## src/rtl/mux_sel_arbiter_if.sv

```systemverilog
`default_nettype none
// ============================================================================
//  Module      : mux_sel_arbiter_if
//  Description : Bundle between the two requesters and the arbiter that
//                steers the shared 2:1 data mux.
//                  req0/req1 : requester wants the shared path
//                  done      : current owner finished its transfer
//                  sel       : mux select (0 -> d0, 1 -> d1)
//                  gnt0/gnt1 : ownership indication per requester
//                  busy      : a grant is active
//                  preempt   : one-cycle pulse after a timeout release
//                master : requester side (drives req/done)
//                slave  : arbiter side (drives sel/grants/status)
//  Revision    : 1.0 - initial release
// ============================================================================
interface mux_sel_arbiter_if;
    logic req0;
    logic req1;
    logic done;
    logic sel;
    logic gnt0;
    logic gnt1;
    logic busy;
    logic preempt;

    modport master (
        output req0,
        output req1,
        output done,
        input  sel,
        input  gnt0,
        input  gnt1,
        input  busy,
        input  preempt
    );

    modport slave (
        input  req0,
        input  req1,
        input  done,
        output sel,
        output gnt0,
        output gnt1,
        output busy,
        output preempt
    );
endinterface
`default_nettype wire

```

## src/rtl/mux_sel_arbiter.sv

```systemverilog
`default_nettype none
// ============================================================================
//  Module      : mux_sel_arbiter
//  Description : Two-way round-robin arbiter placed in front of a 2:1 data
//                mux. A grant is held for a whole transfer (ended by done or
//                by the owner dropping its request). When HOLD_MAX is non-zero
//                an owner that has held the path for HOLD_MAX cycles while
//                the other side waits is preempted.
//  Ports       : clk  - rising-edge clock
//                rst  - asynchronous active-high reset
//                bus  - slave modport of mux_sel_arbiter_if
//                       (req0, req1, done in; sel, gnt0, gnt1, busy,
//                        preempt out, all outputs registered)
//  Parameters  : HOLD_MAX - grant cycles before preemption, 0 disables
//                CNT_W    - hold counter width, 2**CNT_W > HOLD_MAX
//  Revision    : 1.0 - initial release
// ============================================================================
module mux_sel_arbiter #(
    parameter int HOLD_MAX = 16,
    parameter int CNT_W    = 5
) (
    input  wire logic        clk,
    input  wire logic        rst,
    mux_sel_arbiter_if.slave bus
);

    // ------------------------------------------------------------------
    // Elaboration-time sanity check on the counter width
    // ------------------------------------------------------------------
    generate
        if ((HOLD_MAX < 0) || ((64'd1 << CNT_W) <= 64'(HOLD_MAX))) begin : g_bad_cnt_w
            $error("mux_sel_arbiter: CNT_W too narrow for HOLD_MAX");
        end
    endgenerate

    // ------------------------------------------------------------------
    // Constants
    // ------------------------------------------------------------------
    localparam logic [1:0] c_idle = 2'd0;
    localparam logic [1:0] c_g0   = 2'd1;
    localparam logic [1:0] c_g1   = 2'd2;

    localparam logic             c_to_en     = (HOLD_MAX != 0);
    localparam logic [CNT_W-1:0] c_cnt_max   = '1;
    localparam logic [CNT_W-1:0] c_hold_last = c_to_en ? CNT_W'(HOLD_MAX - 1) : '0;

    // ------------------------------------------------------------------
    // State and registered outputs
    // ------------------------------------------------------------------
    logic [1:0]       r_state;
    logic [CNT_W-1:0] r_cnt;
    logic             r_last;      // side granted most recently; loses the next tie
    logic             r_sel;
    logic             r_gnt0;
    logic             r_gnt1;
    logic             r_busy;
    logic             r_preempt;

    // ------------------------------------------------------------------
    // Next-state signals
    // ------------------------------------------------------------------
    logic [1:0]       w_state_nxt;
    logic [CNT_W-1:0] w_cnt_nxt;
    logic             w_last_nxt;
    logic             w_preempt_nxt;
    logic             w_own_req;
    logic             w_oth_req;
    logic             w_timeout;
    logic             w_release;
    logic             w_sel_nxt;
    logic             w_gnt0_nxt;
    logic             w_gnt1_nxt;
    logic             w_busy_nxt;

    // ------------------------------------------------------------------
    // State register (outputs are registered alongside the state so that
    // the mux select and grants come straight from flops)
    // ------------------------------------------------------------------
    always_ff @(posedge clk or posedge rst) begin
        if (rst) begin
            r_state   <= c_idle;
            r_cnt     <= '0;
            r_last    <= 1'b1;
            r_sel     <= 1'b0;
            r_gnt0    <= 1'b0;
            r_gnt1    <= 1'b0;
            r_busy    <= 1'b0;
            r_preempt <= 1'b0;
        end else begin
            r_state   <= w_state_nxt;
            r_cnt     <= w_cnt_nxt;
            r_last    <= w_last_nxt;
            r_sel     <= w_sel_nxt;
            r_gnt0    <= w_gnt0_nxt;
            r_gnt1    <= w_gnt1_nxt;
            r_busy    <= w_busy_nxt;
            r_preempt <= w_preempt_nxt;
        end
    end

    // ------------------------------------------------------------------
    // Next-state logic
    // ------------------------------------------------------------------
    always_comb begin
        w_state_nxt   = r_state;
        w_cnt_nxt     = r_cnt;
        w_last_nxt    = r_last;
        w_preempt_nxt = 1'b0;
        w_timeout     = 1'b0;
        w_release     = 1'b0;
        w_own_req     = (r_state == c_g1) ? bus.req1 : bus.req0;
        w_oth_req     = (r_state == c_g1) ? bus.req0 : bus.req1;

        case (r_state)
            c_idle: begin
                w_cnt_nxt = '0;
                if (bus.req0 && bus.req1) begin
                    w_state_nxt = r_last ? c_g0 : c_g1;
                end else if (bus.req0) begin
                    w_state_nxt = c_g0;
                end else if (bus.req1) begin
                    w_state_nxt = c_g1;
                end
            end

            c_g0, c_g1: begin
                w_timeout = c_to_en && (r_cnt == c_hold_last) && w_oth_req;
                w_release = bus.done || !w_own_req || w_timeout;
                if (w_release) begin
                    w_cnt_nxt = '0;
                    if (w_oth_req) begin
                        // Hand over directly, no idle cycle in between.
                        w_state_nxt   = (r_state == c_g1) ? c_g0 : c_g1;
                        // Only a pure timeout counts as a preemption; done
                        // or a dropped request take precedence.
                        w_preempt_nxt = w_timeout && !bus.done && w_own_req;
                    end else if (w_own_req && bus.done) begin
                        // Back-to-back transfer by the same owner.
                        w_state_nxt = r_state;
                    end else begin
                        w_state_nxt = c_idle;
                    end
                end else if (r_cnt != c_cnt_max) begin
                    // Saturate so a long solo owner never re-hits the
                    // timeout compare through wrap-around.
                    w_cnt_nxt = r_cnt + CNT_W'(1);
                end
            end

            default: begin
                w_state_nxt = c_idle;
                w_cnt_nxt   = '0;
            end
        endcase

        if (w_state_nxt == c_g0) begin
            w_last_nxt = 1'b0;
        end else if (w_state_nxt == c_g1) begin
            w_last_nxt = 1'b1;
        end
    end

    // ------------------------------------------------------------------
    // Output decode (from the next state, registered above)
    // ------------------------------------------------------------------
    always_comb begin
        w_gnt0_nxt = (w_state_nxt == c_g0);
        w_gnt1_nxt = (w_state_nxt == c_g1);
        w_busy_nxt = w_gnt0_nxt || w_gnt1_nxt;
        // sel keeps the last granted side while idle so the mux output
        // does not toggle.
        w_sel_nxt  = r_sel;
        if (w_gnt0_nxt) begin
            w_sel_nxt = 1'b0;
        end else if (w_gnt1_nxt) begin
            w_sel_nxt = 1'b1;
        end
    end

    assign bus.sel     = r_sel;
    assign bus.gnt0    = r_gnt0;
    assign bus.gnt1    = r_gnt1;
    assign bus.busy    = r_busy;
    assign bus.preempt = r_preempt;

endmodule
`default_nettype wire

```

## src/flat_wrapper.sv

```systemverilog
// flat-port wrapper written by rule: the top's interface ports become plain ports
module mux_sel_arbiter_flat 
#(
    parameter int HOLD_MAX = 16,
    parameter int CNT_W    = 5
)
  (clk, rst, bus_req0, bus_req1, bus_done, bus_sel, bus_gnt0, bus_gnt1, bus_busy, bus_preempt);
  mux_sel_arbiter_if bus_i ();
  input  wire logic clk;
  input  wire logic rst;
  input wire logic [$bits(bus_i.req0)-1:0] bus_req0;
  input wire logic [$bits(bus_i.req1)-1:0] bus_req1;
  input wire logic [$bits(bus_i.done)-1:0] bus_done;
  output wire logic [$bits(bus_i.sel)-1:0] bus_sel;
  output wire logic [$bits(bus_i.gnt0)-1:0] bus_gnt0;
  output wire logic [$bits(bus_i.gnt1)-1:0] bus_gnt1;
  output wire logic [$bits(bus_i.busy)-1:0] bus_busy;
  output wire logic [$bits(bus_i.preempt)-1:0] bus_preempt;
  assign bus_i.req0 = bus_req0;
  assign bus_i.req1 = bus_req1;
  assign bus_i.done = bus_done;
  assign bus_sel = bus_i.sel;
  assign bus_gnt0 = bus_i.gnt0;
  assign bus_gnt1 = bus_i.gnt1;
  assign bus_busy = bus_i.busy;
  assign bus_preempt = bus_i.preempt;
  mux_sel_arbiter #(.HOLD_MAX(HOLD_MAX), .CNT_W(CNT_W)) u_core (.clk(clk), .rst(rst), .bus(bus_i));
endmodule
```

## config.mk

```make
export PLATFORM = sky130hd
export DESIGN_NAME = mux_sel_arbiter_flat
export DESIGN_NICKNAME = d
export VERILOG_FILES = /design/src/rtl/mux_sel_arbiter_if.sv /design/src/rtl/mux_sel_arbiter.sv /design/src/flat_wrapper.sv
export SDC_FILE = /design/constraint.sdc
export NUM_CORES = 1
export LEC_CHECK = 0
export CORE_UTILIZATION = 47
export CTS_CLUSTER_SIZE = 25
export DETAILED_ROUTE_END_ITERATION = 7
export GPL_TIMING_DRIVEN = 0
export PLACE_DENSITY_LB_ADDON = 0.15
export SLEW_MARGIN = 20
export SYNTH_ARGS = -nofsm -noshare
export SYNTH_HDL_FRONTEND = slang
export SYNTH_SLANG_ARGS = --single-unit
```

## constraint.sdc

```tcl
create_clock -name clk -period 2.1 [get_ports clk]
set_input_delay 0.42 -clock clk [delete_from_list [all_inputs] [get_ports clk]]
set_output_delay 0.42 -clock clk [all_outputs]
set_load 0.02 [all_outputs]
```

==> results of run 1 <==
[per-layer routing]
layer	up-vias	GRT usage (%)	routed length, um
met5	-	0	0
met4	0	13.1	49
met3	6	3.88	54
met2	11	29.1	739
met1	285	23.7	660
li1	294	-	-
[layout make-up]
class / instances / area (um^2)
clock buffer: 4 / 26.3
inverter: 5 / 21.3
fill: 118 / 469
timing repair buffer: 16 / 145
sequential: 13 / 328
multi-input combinational: 56 / 497
tap: 16 / 20.0
[critical path: stages (launching register included)]
cell and delay [ns]:
dfrtp_1 0.39, ha_2 0.19, and3_4 0.19, ha_4 0.17, nor2_4 0.13, o21ai_1 0.08, a31oi_1 0.22, nand2_1 0.15
ha_4 0.29, inv_4 0.07, nor2_4 0.03, a21oi_2 0.09
[worst min-delay path by stage]
stage / from / to / slack, ns / depth (start not counted)
floorplan: rst / u_core.bus.busy / 0.30 / 1
global placement: u_core.bus.sel / u_core.bus.sel / 0.47 / 2
detailed placement: u_core.bus.sel / u_core.bus.sel / 0.48 / 2
CTS: rst / u_core.r_cnt[0] / 0.46 / 2
global route: rst / u_core.r_cnt[0] / 0.53 / 2
finish: rst / u_core.r_cnt[2] / 0.46 / 2
[power breakdown]
| group | internal (mW) | switching (mW) | total [mW] | leakage [nW] |
|---|---|---|---|---|
| Sequential | 0.328 | 0.0420 | 0.370 | 0.168 |
| Clock | 0.0738 | 0.0877 | 0.162 | 0.0150 |
| Combinational | 0.368 | 0.382 | 0.749 | 0.289 |
[cell usage in the layout, fill, tap and decap left out, drive strengths merged, types with 2 or more instances in the layout]
| cell | netlist | layout |
|---|---|---|
| dfrtp | 12 | 12 |
| clkdlybuf4s50 | 0 | 8 |
| buf | 0 | 7 |
| clkbuf | 0 | 4 |
| nor2b | 5 | 5 |
| o21ai | 4 | 4 |
| nor2 | 8 | 8 |
| inv | 5 | 5 |
| mux2i | 2 | 2 |
| xor2 | 2 | 2 |
| nand2 | 6 | 6 |
| a21oi | 3 | 3 |
| ha | 10 | 10 |
| and3 | 2 | 2 |
[through the flow]
stage | hold WS, ns | power [mW] | utilization, % | instance area [um^2] | std cells
final | 0.456 | 1.28 | 68.9 | 1040 | 110
after global routing | 0.534 | 1.37 | 68.9 | 1040 | 110
after CTS | 0.465 | 1.11 | 63.0 | 950 | 107
after detailed placement | 0.484 | 0.880 | 57.4 | 865 | 99
after global placement | 0.471 | 0.875 | 57.4 | 865 | 99
after floorplan | 0.296 | 0.726 | - | 754 | 74
[cell families (layout without fill, tap and decap cells)]
| kind of cell | after synthesis | after routing | synth area share (%) |
|---|---|---|---|
| xor gates and xnor gates | 3 | 3 | 3.48 |
| AOI/OAI and AO/OA | 13 | 13 | 10.9 |
| muxes | 3 | 3 | 4.64 |
| DFF | 13 | 13 | 43.3 |
| buffers and inverters | 5 | 25 | 2.49 |
| and+or+nand+nor | 27 | 27 | 18.6 |
| adders and majority gates | 10 | 10 | 16.6 |
[timing repair]
item                                    CTS  global route
pin swaps                                 2             7
endpoints found under the setup margin    3             3
gates resized for setup                   7            18
setup buffers                             4             3
[flip-flops by register name (all words and copies together), names as in the netlist]
register / count
u_core.bus.gnt0: 1
u_core.r_last: 1
u_core.bus.busy: 1
u_core.bus.sel: 1
u_core.r_cnt: 5
u_core.bus.preempt: 1
u_core.bus.gnt1: 1
u_core.r_state: 2
==> results.py, run 1 <==
metrics = {
    "outcome": {
        "outcome": "complete, no violations",
    },
    "synth": {
        "postSynth.topFlopCell": "dfrtp_1",
        "synth_area_leaders": "dfrtp_1 (40%), ha_1 (17%), nor2b_1 (4.1%)",
        "avgSynthCellArea_um2": 10.2,
        "asyncSetResetFlopFracSynth_pct": 100,
        "postSynthRegisterBits": 13,
        "synth_most_common_cell": "dfrtp_1",
        "synth_area_leader_cell": "dfrtp_1",
        "synth_top_cell_area_share_pct": 39.8,
        "synth.yosys.seq_area_share_pct": 43.3,
        "synthDistinctLibCells": 26,
        "post_syn_area_um2": 754,
        "synth_fp_nets": 89,
        "synth_cells": 74,
        "synth-edff-count": 0,
        "yosys-top-cells-count": "dfrtp_1 (12), ha_1 (10), nor2_1 (8)",
        "yosys_warning_count": 0,
    },
    "clocking": {
        "cts.root.buffer_cell": "clkbuf_4",
        "cts_num_sinks": 13,
        "cts_hold_buf": 0,
        "clkSlewWorstSetupHoldPaths_ns": 0.08,
        "clock_insertion_delay_worst_skew_ns": 0.28,
        "cts_buffer_depth": 2,
        "htree_levels": 1,
        "numCtsBuffers": 3,
        "clock_tree_from_tritoncts": "built",
    },
    "sta": {
        "timing_hold_violations_final": 0,
        "worst-slew-pin-transition_ns": 0.507,
        "setup_total_negative_slack_ns": 0,
        "slew-limit-headroom_pct": 66.2,
        "rsz_0062_raised_after_global_routing": "true",
        "fmax_mhz": 487,
        "postLayoutSetupSlackWorst_ns": 0.0478,
        "timing.clock.skew_ns": 0.00211,
        "final.min_clock_period_ns": 2.05,
        "finalCritPeriodShare_pct": 97.7,
        "slew_violations": 0,
        "setup_viol": 0,
    },
    "critical_path": {
        "worst-endpoint-required_ns": 2.32,
        "rr_endpoint": "u_core.r_last",
        "worstPathArrival_ns": 2.27,
        "timing.rr.start": "u_core.r_cnt[1]",
        "worst_setup_path_start_kind": "flip-flop",
        "endpoint_kind": "flip-flop",
        "r2r.worst_path.cells": 11,
        "critical_path.max_fanout": 4,
        "setup.worst_path.class": "flip-flop to flip-flop",
        "r2r_slack_ns": 0.05,
        "setup.worst_path.start": "u_core.r_cnt[1]",
        "crit_path_end": "u_core.r_last",
    },
    "hold_path": {
        "hold_path_class": "input port to asynchronous set/reset pin",
    },
    "layout": {
        "antenna_cells": 0,
        "areaGrowthSynthToFinish_pct": 37.5,
        "fraction_of_layout_instances_using_a_drive_strength_above_1_pct": 29.8,
        "num-nets-final": 110,
    },
    "place": {
        "place_congestion": 0.802,
        "dp_hpwl_um": 920,
        "io_buffers": 9,
        "place_ws_ns": -0.277,
    },
    "detailed_routing": {
        "detailroute.via_count": 596,
        "totalWireLength_um": 1510,
        "wl_per_cell_um": 13.7,
        "final_antenna_net_count": 0,
        "drt_pre_antenna_iters": 4,
        "route.detailed.drc": 0,
        "avgViaCountPerCell": 5.42,
        "drt_iter0_markers": 9,
    },
    "global_route": {
        "grt_first_pass_wirelength_um": 2400,
        "antenna_found_initial": 0,
        "globalRouteOverflowTotal": 0,
        "grt_max_degree": 14,
        "global_route.usage.total_pct": 18.9,
        "grt_pass1_vias": 565,
    },
    "job": {
        "max_cap_violations": 0,
    },
    "floorplan": {
        "boundaryPins": 10,
        "core_um2": 1510,
        "placement_rows": 14,
        "die_w_um": 42.1,
        "area_of_the_die_um2": 1770,
        "die_h_um": 42.1,
        "initial_cell_density_of_the_core_pct": 50.1,
    },
    "power": {
        "static-leakage-power_nw": 0.471,
        "power.ir.vdd_worst_mv": 1.25,
        "powerDensity_nw_per_um2": 1230,
    },
}
Note: power is estimated with default switching activity, not from simulation.
==> run 2: changes to the inputs <==
--- a/config.mk
+++ b/config.mk
@@ -10,6 +10,7 @@
 export DETAILED_ROUTE_END_ITERATION = 7
 export GPL_TIMING_DRIVEN = 0
 export PLACE_DENSITY_LB_ADDON = 0.15
+export SETUP_SLACK_MARGIN = 0.4
 export SLEW_MARGIN = 20
 export SYNTH_ARGS = -nofsm -noshare
 export SYNTH_HDL_FRONTEND = slang
==> run 2 against run 1 <==
Against the previous run:
- clock power down 6%
- cell count up 6.4%
- via count up 3.5%
- sequential cell count unchanged
- setup slack better by 0.012 ns
- worst hold slack better by 0.0070 ns
- combinational power up 22%
- critical path type unchanged
==> results.py, run 2 (synthesis gave the netlist of run 1 again) <==
metrics = {
    "outcome": {
        "outcome": "complete, no violations",
    },
    "detailed_routing": {
        "final_antenna_net_count": 0,
        "drt_iter0_markers": 10,
        "totalWireLength_um": 1670,
        "avgViaCountPerCell": 5.27,
        "detailroute.via_count": 617,
        "wl_per_cell_um": 14.3,
        "drt_pre_antenna_iters": 5,
        "route.detailed.drc": 0,
    },
    "critical_path": {
        "endpoint_kind": "flip-flop",
        "critical_path.slowest_cell": "dfrtp_2",
        "max_stage_delay_ns": 0.46,
        "worst-endpoint-required_ns": 2.30,
        "worstPathArrival_ns": 2.24,
        "setup.worst_path.class": "flip-flop to flip-flop",
        "cpMostUsedCell": "nor2b_4",
        "critPathTopFamily": "compound AO/OA/AOI/OAI gates",
        "worstPathCellList": "inv_1, ha_1, nor2b_4, nor2b_4, a32oi_2, o21a_1, ha_4, inv_2, nor2_1, a21oi_1",
        "critical_path.max_fanout": 5,
        "rr_endpoint": "u_core.r_last",
        "r2r.worst_path.cells": 10,
        "worst-path-buf-inv": 2,
        "worst_setup_path_start_kind": "flip-flop",
        "r2r_slack_ns": 0.06,
        "timing.rr.start": "u_core.r_state[1]",
    },
    "power": {
        "powerDensity_nw_per_um2": 1260,
        "static-leakage-power_nw": 0.506,
        "power.ir.vdd_worst_mv": 0.966,
    },
    "sta": {
        "timing.clock.skew_ns": 0.00523,
        "rsz_0062_raised_after_global_routing": "true",
        "fmax_mhz": 490,
        "slew_violations": 0,
        "worst-slew-pin-transition_ns": 0.493,
        "final.min_clock_period_ns": 2.04,
        "finalCritPeriodShare_pct": 97.2,
        "slew-limit-headroom_pct": 67.1,
        "setup_viol": 0,
        "timing_hold_violations_final": 0,
    },
    "floorplan": {
        "die_w_um": 42.1,
        "boundaryPins": 10,
        "initial_cell_density_of_the_core_pct": 50.1,
        "placement_rows": 14,
        "area_of_the_die_um2": 1770,
        "die_h_um": 42.1,
        "core_um2": 1510,
    },
    "clocking": {
        "cts_num_sinks": 13,
        "htree_levels": 1,
        "numCtsBuffers": 3,
        "clock_insertion_delay_worst_skew_ns": 0.27,
        "clkSlewWorstSetupHoldPaths_ns": 0.08,
        "clock_tree_from_tritoncts": "built",
        "cts_buffer_depth": 2,
        "cts_hold_buf": 0,
        "cts.root.buffer_cell": "clkbuf_4",
    },
    "global_route": {
        "grt_max_degree": 14,
        "grt_pass1_vias": 625,
        "global_route.usage.total_pct": 21.0,
        "antenna_found_initial": 0,
        "globalRouteOverflowTotal": 0,
        "grt_first_pass_wirelength_um": 2790,
    },
    "layout": {
        "top_regs": "u_core.r_cnt: 5 flops, u_core.r_state: 2 flops",
        "largest-register": "u_core.r_cnt",
        "fraction_of_layout_instances_using_a_drive_strength_above_1_pct": 38.6,
        "num-nets-final": 117,
        "design_area_um2": 1140,
        "fin_cells": 117,
        "mostFrequentLayoutCell": "buf_4",
        "antenna_cells": 0,
        "mostFrequentLayoutCells": "buf_4 (12), dfrtp_1 (11), nor2_1 (7), clkdlybuf4s50_1 (7), nand2_1 (6)",
        "flip_flop_count_of_the_largest_register_all_copies_and_words_added": 5,
        "fill_count": 90,
        "areaGrowthSynthToFinish_pct": 51.6,
    },
    "job": {
        "max_cap_violations": 0,
    },
    "place": {
        "dp_hpwl_um": 1010,
        "placed_cell_area_um2": 927,
        "place_congestion": 0.864,
        "numPlacedInstances": 99,
        "io_buffers": 9,
    },
    "hold_path": {
        "hold_path_class": "input port to asynchronous set/reset pin",
    },
}
run 2: cell count changes in the layout (fill, tap and decap cells not counted), sizes merged:
cell,change
dlygate4sd2,+2
clkdlybuf4s50,-1
dlymetal6s2s,-1
buf,+7
run 2: worst max-delay path by stage:
stage                      startpoint        endpoint  cells past startpoint
finish              u_core.r_state[1]   u_core.r_last                     10
global route        u_core.r_state[0]   u_core.r_last                     10
CTS                 u_core.r_state[0]   u_core.r_last                     10
detailed placement           bus_req1  u_core.bus.sel                      7
global placement             bus_req1  u_core.bus.sel                      7
floorplan           u_core.r_state[0]   u_core.r_last                     10
run 2: cell type report:
type                       instances  area, um^2  share of cell area (%)
multi-input combinational         56         551                    48.1
sequential                        13         328                    28.7
timing repair buffer              23         200                    17.5
clock buffer                       4        26.3                    2.30
tap                               16        20.0                    1.75
inverter                           5        18.8                    1.64
run 2: metrics by stage:
stage / hold slack [ns] / worst slack (ns) / power [mW] / setup TNS [ns] / utilization, %
detailed placement: 0.485 / -0.238 / 0.982 / -0.600 / 61.5
floorplan: 0.296 / 0.229 / 0.811 / 0 / -
global route: 0.529 / -0.0188 / 1.54 / -0.0202 / 75.9
CTS: 0.471 / 0.112 / 1.39 / 0 / 73.6
global placement: 0.471 / -0.184 / 0.968 / -0.459 / 61.5
finish: 0.463 / 0.0597 / 1.44 / 0 / 75.9
run 2: report_power, final:
part / switching (mW) / internal, mW
clock network: 0.0783 / 0.0735
logic: 0.433 / 0.479
registers: 0.0471 / 0.328
run 2: layer usage:
| layer | GRT usage, % | part of all wire [%] |
|---|---|---|
| met1 | 26.1 | 44 |
| met2 | 35.3 | 51 |
| met3 | 5.60 | 4.8 |
| met4 | 7.50 | 0 |
| met5 | 0 | 0 |
run 2: timing repair:
| item | in CTS | in global routing |
|---|---|---|
| endpoints found under the setup margin | 6 | 12 |
| buffers inserted | 11 | 3 |
| pin swaps | 3 | 2 |
| gates resized for setup | 19 | 2 |
